## src/rtl/booth_mult_unit.sv

```systemverilog
// Radix-2 Booth signed multiplier datapath driven by one-hot phase strobes fi0..fi5.
// Operands come in on INBUS; the 2N-bit product leaves on OUTBUS as high word, then low word.
module booth_mult_unit #(
    parameter int N = 8,
    localparam int CNT_W = $clog2(N) + 1
) (
    input  logic             CLK,
    input  logic             RST,
    input  logic             fi0,
    input  logic             fi1,
    input  logic             fi2,
    input  logic             fi3,
    input  logic             fi4,
    input  logic             fi5,
    input  logic [N-1:0]     INBUS,
    output logic [N-1:0]     OUTBUS,
    output logic             OUT_VLD,
    output logic             END,
    output logic             ERR,
    output logic [CNT_W-1:0] dbg_cnt
);

    // OUT_VLD is a valid-only strobe: there is no ready.
    // The consumer must take OUTBUS in the cycle that OUT_VLD is high.
    logic [N-1:0]     m;
    logic [N:0]       a;
    logic [N-1:0]     q;
    logic             q_1;
    logic [CNT_W-1:0] cnt;
    logic [5:0]       phase;
    logic             illegal;
    logic [N:0]       m_ext;

    assign phase   = {fi5, fi4, fi3, fi2, fi1, fi0};
    assign illegal = ($countones(phase) > 1);
    assign m_ext   = {m[N-1], m};
    assign dbg_cnt = cnt;

    always_ff @(posedge CLK) begin
        if (RST) begin
            m       <= '0;
            a       <= '0;
            q       <= '0;
            q_1     <= 1'b0;
            cnt     <= '0;
            OUTBUS  <= '0;
            OUT_VLD <= 1'b0;
            END     <= 1'b0;
            ERR     <= 1'b0;
        end else begin
            OUT_VLD <= 1'b0;
            ERR     <= 1'b0;
            if (illegal) begin
                ERR <= 1'b1;
            end else begin
                if (fi0) begin
                    m <= INBUS;
                end
                if (fi1) begin
                    q   <= INBUS;
                    a   <= '0;
                    q_1 <= 1'b0;
                    cnt <= '0;
                    END <= 1'b0;
                end
                if (fi2 && !END) begin
                    case ({q[0], q_1})
                        2'b01:   a <= a + m_ext;
                        2'b10:   a <= a - m_ext;
                        default: a <= a;
                    endcase
                end
                // Concatenation assignment performs the arithmetic right shift of {A,Q,Q_1}.
                if (fi3 && !END) begin
                    {a, q, q_1} <= {a[N], a, q};
                    cnt         <= cnt + 1'b1;
                    if (cnt == CNT_W'(N - 1)) begin
                        END <= 1'b1;
                    end
                end
                if (fi4) begin
                    OUTBUS  <= a[N-1:0];
                    OUT_VLD <= 1'b1;
                end
                if (fi5) begin
                    OUTBUS  <= q;
                    OUT_VLD <= 1'b1;
                end
            end
        end
    end

endmodule

```

## config.mk

```make
export PLATFORM = sky130hd
export DESIGN_NAME = booth_mult_unit
export DESIGN_NICKNAME = d
export VERILOG_FILES = /design/src/rtl/booth_mult_unit.sv
export SDC_FILE = /design/constraint.sdc
export NUM_CORES = 1
export LEC_CHECK = 0
export ABC_CLOCK_PERIOD_IN_PS = 4760
export CORE_MARGIN = 2
export CORE_UTILIZATION = 50
export DETAILED_ROUTE_END_ITERATION = 8
export PLACE_DENSITY = 0.78
export SYNTH_ARGS = -nofsm -noshare
export SYNTH_HDL_FRONTEND = slang
export SYNTH_SLANG_ARGS = --single-unit
```

## constraint.sdc

```tcl
create_clock -name CLK -period 4.76 [get_ports CLK]
set_input_delay 0.476 -clock CLK [delete_from_list [all_inputs] [get_ports CLK]]
set_output_delay 0.476 -clock CLK [all_outputs]
set_load 0.01 [all_outputs]
```

Word-level counts from Yosys, hierarchy flattened
Cells that the tools add are included.

storage, ports and cells
  register bits after elaboration = 41
  output and inout port bits = 15

operators by class
  add/subtract/negate cells = 8
  magnitude comparators = 1
  eq/ne operators = 5
  multiplexer cells = 18
  bitwise gates (word level) = 2
  reduce and logical (&&, ||, !) cells = 13

operator list
  kind                   count
  $mux W8                5
  $mux W9                2
  $pmux W9 S2            1
  $add A9 B9 Y9          1
  $sub A9 B9 Y9          1
  $mux W1                8
  $mux W4                2
  $add A1 B1 Y2          3
  $reduce_and A2 Y1      3
  $reduce_bool A2 Y1     3
  $add A3 B2 Y4          1
  $add A4 B1 Y4 const B  1
  $eq A4 B3 Y1 const B   1
  $gt A4 B1 Y1 const B   1
  $ne A4 B1 Y1 const B   1
  $reduce_and A4 Y1      1
  $add A2 B2 Y3          1
  $ne A3 B1 Y1 const B   1
  $reduce_and A3 Y1      1
  $reduce_bool A3 Y1     1
  $eq A2 B1 Y1 const B   1
  $eq A2 B2 Y1 const B   1
  $logic_and A1 B1 Y1    2
  $not A1 Y1             2
  other kinds (2)        2

Depth between registers and ports, before layout
  depth after elaboration = 6
  mapped depth = 12
  gate-level depth less buffers = 11

Worst setup path after synthesis
OpenSTA, ideal clock, no wires.

  kind = input-to-reg
  from = input port fi0
  to = register a[6]
  arrival time = 2.964 ns
  required time = 4.681 ns
  setup slack = 1.716 ns
  stages = 11
  cell sequence = fa_1 -> inv_1 -> fa_1 -> nor2b_1 -> fa_1 -> nor2_1 -> buf_2 -> o221a_4 -> buf_8 -> nor2_1 -> a211oi_2

between the ends
  word-level cells in the longest chain between the ends = 6

RTL lines
  element                              line  text
  start: declaration                   9     input logic fi0,
  $add A1 B1 Y2 (not written as such)  35    assign illegal = ($countones(phase) > 1);
  $add A2 B2 Y3 (not written as such)  35
  $add A3 B2 Y4 (not written as such)  35
  $gt A4 B1 Y1                         35
  $not A1 Y1 (no source line)          n/a
  $reduce_and A3 Y1 (no source line)   n/a
  end signal: assignment               68    2'b01: a <= a + m_ext;
  end signal: assignment               69    2'b10: a <= a - m_ext;
  end signal: assignment               75    {a, q, q_1} <= {a[N], a, q};
  end: declaration                     26    logic [N:0] a;

No other way between the ends.
A chain may end at the register's enable or synchronous reset.

Worst setup path after layout
  from = input port fi1
  to = register OUTBUS[7]

between the ends
  word-level cells in the longest chain between the ends = 6

RTL lines
  element                              line  text
  start: declaration                   10    input logic fi1,
  $add A1 B1 Y2 (not written as such)  35
  $add A2 B2 Y3 (not written as such)  35
  $add A3 B2 Y4 (not written as such)  35
  $gt A4 B1 Y1                         35
  $not A1 Y1 (no source line)          n/a
  $reduce_and A2 Y1 (no source line)   n/a
  end signal: assignment               82    OUTBUS <= a[N-1:0];
  end signal: assignment               86    OUTBUS <= q;
  end: declaration                     16    output logic [N-1:0] OUTBUS,

No other way between the ends.

==> metrics.txt <==
clock root cell=clkbuf_8; largest net degree at the start of global routing=43; Clock Tree Buf Depth=2; fin crit period=3.881 ns; Post-synth ARST share=0; Req. time, crit path=4.98 ns; sequential share of power=0.339; Worst setup SP type=input pin; synthesized area=2524 um^2; height of the die=75.05 um; post_cts resized=0; Port Buffers=30; Placement Cell Area=2815 um^2; ys flop type=dfxtp_1; Final period util=0.8154; EDFF count, synth=0; CP Class=input pin to flop; Setup TNS Final=0 ns; fmax=257.6 MHz; Cell Int Power=836.0 uW; Final Hold Viols=0; total track usage=0.2112; number of CTS-inserted buffers=5; combinational power share=0.449; P_sw=512.6 uW; initial antenna violation count=0; CTS sink cnt=41; Cells after Synth=290; Syn Nets=322; CP arrival=~4 ns; YS warnings=0; Chip Width=about 75 um; fin nets=346; Worst Skew=0.007825 ns; Pwr per Cell Area=460.6 nW/um^2; Ports=31; Post-CTS Hold Buffers=0; top cell type by total area after synthesis=dfxtp_1; row count=25; post-CTS setup buffers=0; Synth Register Bits=41; synth top area cells=dfxtp_1, mux2i_1, nor2_1, a211oi_1, ha_1; Die Area=5632 um^2; via count=2089; CP max FO=17; Mean Syn Cell Area=~8.7 um^2; H-tree depth=2; Max-slew headroom=0.2321; clk_lat worst skew=0.30 ns; DRT iter0 DRCs=52; Vias/cell=approximately 5.5; sequential area share after synthesis=0.3252; Worst-Margin Slew=1.147 ns; share of post-route cells with drive strength above 1=0.08254; Residual DRC=0; first-pass GRT wire length=8976 um; vias in the first global route=1944; status=completed; Layout area overhead=16.01%; synth unique cells=56; fin area=2928 um^2; clock share of power=0.212; Pleak=approximately 0.0011 uW; maxcap violations=0; final WL=approximately 5500 um; max-slew violations=0; switching share of power=0.3801; crit end category=flop; Initial Util=0.5273; peak supply drop=between 0.0002 and 0.0003 V; RSZ-0062 raised after global routing=no; WL per Instance=14.28 um; clock-pin transition on the worst setup and hold timing paths=approximately 0.090 ns; Hold WC Path Type=flop to flop; Final setup viols=0; gr ovfl total=0; top cell type's share of synthesized area=0.3252; Power Total=1349 uW; Final Wtd Congestion=about 0.86; core area=4786 um^2; CTS tree=built; DPL Wire Length=~4000 um; # diodes=0; post-detailed-route count of antenna-violating nets=0; drt first pass iters=4; final core area utilization=0.6118
-- Yosys cell counts, types with 2 or more instances --
library cell / instances
dfxtp_1: 41
o21ai_0: 6
buf_2: 5
or3_1: 3
a211oi_1: 21
nor3b_1: 2
xnor2_1: 6
nand2_1: 24
nand2b_1: 3
a311oi_1: 2
a22oi_1: 3
buf_6: 3
a31oi_1: 2
a21o_1: 3
inv_1: 13
a21oi_1: 22
nor2_2: 2
clkbuf_1: 4
xor2_1: 3
buf_4: 2
a32oi_1: 3
fa_1: 4
a211oi_2: 3
nor2b_1: 3
nor2_1: 46
mux2i_1: 18
ha_1: 12
nand3_1: 3
-- cells in the final DEF (no fill, tap or decap), types with 6 or more instances in the layout --
cell              n
nor2_1           46
dfxtp_1          41
clkdlybuf4s50_1  30
nand2_1          24
a21oi_1          22
a211oi_1         21
mux2i_1          18
inv_1            13
ha_1             12
xnor2_1           6
o21ai_0           6
-- cells by family (layout without fill, tap and decap cells) --
| logic type | count (synthesis) | in the layout | share of synthesized area |
|---|---|---|---|
| and+or+nand+nor | 98 | 98 | 0.1854 |
| AOI/OAI and AO/OA | 78 | 78 | 0.2251 |
| DFF | 41 | 41 | 0.3252 |
| buffers and inverters | 29 | 54 | 0.06593 |
| muxes | 19 | 19 | 0.07585 |
| adders and majority gates | 16 | 16 | 0.09122 |
| xor gates and xnor gates | 9 | 9 | 0.03124 |
-- metal layers --
layer | up-vias | wire length, um | share of wire | global-route usage
met1 | 965 | 2626 | 0.48 | 0.2861
met3 | 9 | 174 | 0.032 | 0.04150
met2 | 33 | 2558 | 0.47 | 0.3333
met5 | - | 0 | 0 | 0
li1 | 1082 | - | - | -
met4 | 0 | 95 | 0.017 | 0.07937
-- flip-flops by register name, summed over array words and instances, names as in the netlist --
signal / flops
END: 1
dbg_cnt: 4
q: 8
q_1: 1
a: 9
m: 8
OUT_VLD: 1
ERR: 1
OUTBUS: 8
-- final timing paths --
path              from   endpoint  slack [ns]  cells after the start
max                fi1  OUTBUS[7]        0.88                     10
min          OUTBUS[3]  OUTBUS[3]        0.50                      2
max reg2reg       q[0]       a[6]        2.04                      8
min reg2reg  OUTBUS[3]  OUTBUS[3]        0.50                      2
-- power groups by stage --
stage / clock, uW / combinational [uW] / sequential [uW]
after floorplan: 0 / 468 / 455
after global placement: 0 / 581 / 463
after detailed placement: 0 / 598 / 464
after CTS: 292 / 602 / 456
after global routing: 305 / 676 / 464
final: 286 / 605 / 457
-- stage by stage --
step / hold WS (ns) / cells / setup WS (ns)
CTS: 0.5025 / 382 / 0.8447
floorplan: 0.4681 / 290 / 1.716
detailed placement: 0.4907 / 374 / 0.5490
global route: 0.5301 / 382 / 0.6347
global placement: 0.4842 / 374 / 0.7182
finish: 0.5000 / 382 / 0.8787
-- worst max-delay path, stage by stage --
cell and delay [ns]:
clkdlybuf4s50_1 0.57, fa_1 0.58, inv_1 0.05, fa_1 0.43, nor2b_1 0.15, fa_1 0.44
nor2_1 0.40, a21boi_2 0.64, nor2_1 0.09, a211oi_1 0.24
-- cell type report --
cell class | instances | area [um^2]
Fill cell | 432 | 1858
Multi-Input combinational cell | 220 | 1539
Sequential cell | 41 | 820.8
Timing Repair Buffer | 33 | 322.8
Tap cell | 67 | 83.83
Clock buffer | 5 | 68.82
Inverter | 13 | 48.80
Clock inverter | 3 | 43.79
Power figures use the tool's default switching activity.
